[config.mk]
export PLATFORM = sky130hd
export DESIGN_NAME = vx_de_stall_ctrl
export DESIGN_NICKNAME = d
export VERILOG_FILES = /design/src/rtl/vx_de_stall_ctrl.sv
export SDC_FILE = /design/constraint.sdc
export NUM_CORES = 1
export LEC_CHECK = 0
export ABC_AREA = 1
export CAP_MARGIN = 40
export CORE_UTILIZATION = 52
export CTS_CLUSTER_SIZE = 30
export DETAILED_ROUTE_END_ITERATION = 16
export PLACE_DENSITY_LB_ADDON = 0.15
export SETUP_SLACK_MARGIN = 0.4
export SLEW_MARGIN = 20
export SYNTH_ARGS = -nofsm -noshare
export SYNTH_HDL_FRONTEND = slang
export SYNTH_SLANG_ARGS = --single-unit
[constraint.sdc]
create_clock -name clk -period 1.6 [get_ports clk]
set_input_delay 0.32 -clock clk [delete_from_list [all_inputs] [get_ports clk]]
set_output_delay 0.32 -clock clk [all_outputs]
set_load 0.02 [all_outputs]
[src/rtl/vx_de_stall_ctrl.sv]
// Hazard sequencer for the decode->execute pipeline register: merges load-use,
// branch-flush, clone and memory back-pressure into D/E stall controls.
module vx_de_stall_ctrl #(
    parameter int unsigned BRANCH_SHADOW = 2,
    parameter int unsigned CLONE_CYCLES  = 3
) (
    input  logic        clk,
    input  logic        reset,
    input  logic        in_fwd_hazard,
    input  logic        in_branch_taken,
    input  logic        in_clone_req,
    input  logic        in_mem_busy,
    output logic        out_fwd_stall,
    output logic        out_branch_stall,
    output logic        out_clone_stall,
    output logic        out_freeze,
    output logic        out_clone_done,
    output logic [31:0] out_stall_count
);

    localparam int unsigned MAX_LOAD = ((BRANCH_SHADOW > CLONE_CYCLES) ? BRANCH_SHADOW : CLONE_CYCLES) - 1;
    localparam int unsigned CNT_W    = (MAX_LOAD > 0) ? $clog2(MAX_LOAD + 1) : 1;

    typedef enum logic [1:0] {
        ST_IDLE   = 2'd0,
        ST_BRANCH = 2'd1,
        ST_CLONE  = 2'd2
    } state_t;

    state_t             state_q;
    state_t             state_d;
    logic [CNT_W-1:0]   cnt_q;
    logic [CNT_W-1:0]   cnt_d;
    logic               done_d;
    logic               bubble;

    // State, down-counter and done pulse register
    always_ff @(posedge clk or negedge reset) begin
        if (!reset) begin
            state_q        <= ST_IDLE;
            cnt_q          <= '0;
            out_clone_done <= 1'b0;
        end else begin
            state_q        <= state_d;
            cnt_q          <= cnt_d;
            out_clone_done <= done_d;
        end
    end

    // Next-state logic; a frozen cycle samples nothing and holds everything
    always_comb begin
        state_d = state_q;
        cnt_d   = cnt_q;
        done_d  = 1'b0;
        if (!in_mem_busy) begin
            if (in_branch_taken) begin
                state_d = ST_BRANCH;
                cnt_d   = CNT_W'(BRANCH_SHADOW - 1);
            end else if (state_q == ST_IDLE) begin
                if (in_clone_req) begin
                    state_d = ST_CLONE;
                    cnt_d   = CNT_W'(CLONE_CYCLES - 1);
                end
            end else if (cnt_q == '0) begin
                state_d = ST_IDLE;
                done_d  = (state_q == ST_CLONE);
            end else begin
                cnt_d = cnt_q - CNT_W'(1);
            end
        end
    end

    // Output decode
    always_comb begin
        out_branch_stall = (state_q == ST_BRANCH);
        out_clone_stall  = (state_q == ST_CLONE);
        out_fwd_stall    = in_fwd_hazard & (state_q == ST_IDLE);
        out_freeze       = in_mem_busy;
        bubble           = out_fwd_stall | out_branch_stall | out_clone_stall;
    end

    // Wrapping bubble counter for performance CSRs
    always_ff @(posedge clk or negedge reset) begin
        if (!reset) begin
            out_stall_count <= '0;
        end else if (bubble && !in_mem_busy) begin
            out_stall_count <= out_stall_count + 32'd1;
        end
    end

endmodule
==> flow_metrics.tcl <==
set metrics [dict create \
    status "finished with violations" \
    violations "negative setup slack" \
    synth_area_um2 2180 \
    crit_required_ns 1.81 \
    grt-ovfl-total 0 \
    criticalPathCategory "register to register" \
    tightest_slew_ns 0.466 \
    r2r-start "state_q[0]" \
    floorplan.initialDensity 0.545 \
    yosys_most_used_dff "dfrtp_1" \
    post-route-util 0.875 \
    synth-edff-count 0 \
    synth_fp_nets 287 \
    ctsLongestPathBuffers 2 \
    fin_crit_sh 1.02 \
    hold-path-endpoint "out_clone_done" \
    fin_tns_setup_ns -0.0753 \
    ys_async_sr_fraction 1.00 \
    rsz0062_at_grt "true" \
    layout_min_cycle_time_ns 1.64 \
    port_buffers 42 \
    rows 23 \
    vias_per_cell 5.89 \
    slew_headroom 0.689 \
    hold_depth 3 \
    fillCellCount 199 \
    dp_hpwl_um 3660 \
    final_cell_area_um2 3500 \
    power.total_mw 3.65 \
    peakVddDrop_mv 0.868 \
    min_from "in_mem_busy" \
    cts_root_buf "clkbuf_8" \
    drtIter0Drc 238 \
    final_nets 386 \
    layout_common_cells "nand2_1, buf_6, buf_4" \
    setup_viol 4 \
    die_w_um 66.7 \
    layout-drive-gt1-share 0.480 \
    area_delta_synth_final_pct 60.6 \
    seqPwrFrac 0.355 \
    slew_violations 0 \
    wire_per_inst_um 18.8 \
    synth_cell_type_count 28 \
    io_pins 43 \
    cts_max_level 2 \
    cts_tree "yes" \
    synthTopCellsByArea "dfrtp_1, nand2_1, nor2_1" \
    coreArea_um2 4000 \
    intPower_mw 2.23 \
    clk-insertion-delay-late_ns 0.30 \
    synth.avg_cell_area_um2 7.81 \
    ys_seq_elements 37 \
    p_switching_mw 1.41 \
    path_clk_slew_ns 0.08 \
    synth.top_cell.area_share 0.425 \
    crit_start "state_q[0]" \
    synth_top_area_cell "dfrtp_1" \
    worstPathArrival_ns 1.85 \
    cp_max_fo 5 \
    worst_slack_ns -0.0393 \
    die_y_um 66.7 \
    clkPwrFrac 0.194 \
    fin_worst_skew_ns 0.00924 \
    comb_power_share 0.450 \
    rrSetupSlack_ns -0.04 \
    r2r_end "out_stall_count[8]" \
    postRouteAntennaNets 0 \
    reg2reg_depth 10 \
    final_common_cell "nand2_1" \
    hold_class "primary input to register" \
    grt_pass1_wl_um 9840 \
    startpoint_type "register" \
    grt_use_total 0.300 \
    power_density_nw_per_um2 1040 \
    grt_max_degree 20 \
    crit_path_end_kind "register" \
    drtPass1Iterations 6 \
    place_congestion 0.843 \
    clkSinkCount 37 \
    first_global_vias 2140 \
    multiInputGateArea_um2 1330 \
    hold_viol 0 \
    yosys_warnings 0 \
    antenna_found_initial 0 \
    diodes 0 \
    via_count 2526 \
    ys_seq_area_frac 0.425 \
    post_dp_cell_area_um2 2830 \
    cap_violations 0 \
    p_sw_frac 0.388 \
    p_leak_nw 1.69 \
    dieArea_um2 4450 \
    max_freq_mhz 610 \
    drt_wl_total_um 8060 \
    cts_buffers 5 \
    drc_errors 0 \
    syn_inst 279 \
    final-seq-area_um2 948 \
]
-- cells by family after synthesis --
logic type	count (synthesis)	share of synthesized area
adder cells (fa/ha/maj)	2	0.0115
buffers and inverters	35	0.0689
flip-flops	37	0.425
XOR/XNOR	12	0.0517
AO/OA/AOI/OAI	16	0.0402
AND/OR/NAND/NOR	177	0.403
-- power groups by stage --
stage	Combinational [mW]	Sequential [mW]	Clock (mW)
finish	1.64	1.30	0.709
global route	1.72	1.31	0.731
CTS	1.24	1.26	0.697
detailed placement	0.995	1.26	0
global placement	0.975	1.26	0
floorplan	0.456	1.36	0
-- synth_stat cells, types with 2 or more instances --
master	number
buf_6	2
nor3_1	2
xor2_1	10
o21ai_0	10
nand3_4	2
nand3b_1	13
nor2_2	6
nand3_1	7
dfrtp_1	37
nand4_1	9
inv_1	30
nand2_1	91
o21ai_1	3
inv_2	2
nand2_2	4
nor2_1	33
ha_1	2
nor2_4	6
-- sequential cells by signal, indices dropped and copies added (netlist names) --
register,flops
cnt_q,2
out_clone_done,1
out_stall_count,32
state_q,2
-- per-layer routing --
layer	vias to the layer above	part of all wire	GRT usage
met4	0	0.048	0.0931
li1	1075	-	-
met1	1209	0.38	0.364
met3	63	0.077	0.0599
met5	-	0	0
met2	179	0.50	0.528
-- stage by stage --
step,std cells,hold slack (ns),worst slack [ns]
after floorplan,279,0.0244,0.261
after global placement,385,0.294,-0.265
after detailed placement,385,0.297,-0.258
after CTS,417,0.513,0.0918
after global routing,429,0.443,-0.0982
final,429,0.416,-0.0393
-- layout make-up --
| type | count | share of cell area |
|---|---|---|
| multi-input cells | 208 | 0.379 |
| inverters | 32 | 0.0365 |
| repair buffers | 94 | 0.270 |
| well taps | 50 | 0.0179 |
| flip-flops and latches | 37 | 0.271 |
| clock buffers | 8 | 0.0258 |
-- worst max-delay path by stage --
stage	to	depth (start not counted)	slack (ns)
detailed placement	out_fwd_stall	4	-0.26
CTS	out_fwd_stall	5	0.09
global placement	out_fwd_stall	4	-0.27
floorplan	out_stall_count[28]	9	0.26
finish	out_stall_count[8]	10	-0.04
global route	cnt_q[0]	10	-0.1
-- worst max-delay path, stage by stage (launching register included) --
cell	delay, ns
dfrtp_1	0.43
buf_6	0.15
inv_4	0.06
nand2_4	0.04
buf_6	0.12
nand2_4	0.09
nand2_8	0.09
buf_12	0.14
buf_16	0.13
nor2_2	0.11
xor2_1	0.18
-- repair_timing --
action                                 CTS  global route
endpoints found under the hold margin   18             0
cloned                                   2             0
buffers inserted                        21            12
setup endpoints to repair               73            68
resized for setup                      235            54
pin swaps                               17            35
hold buffers                             1             0
Power figures use the tool's default switching activity.
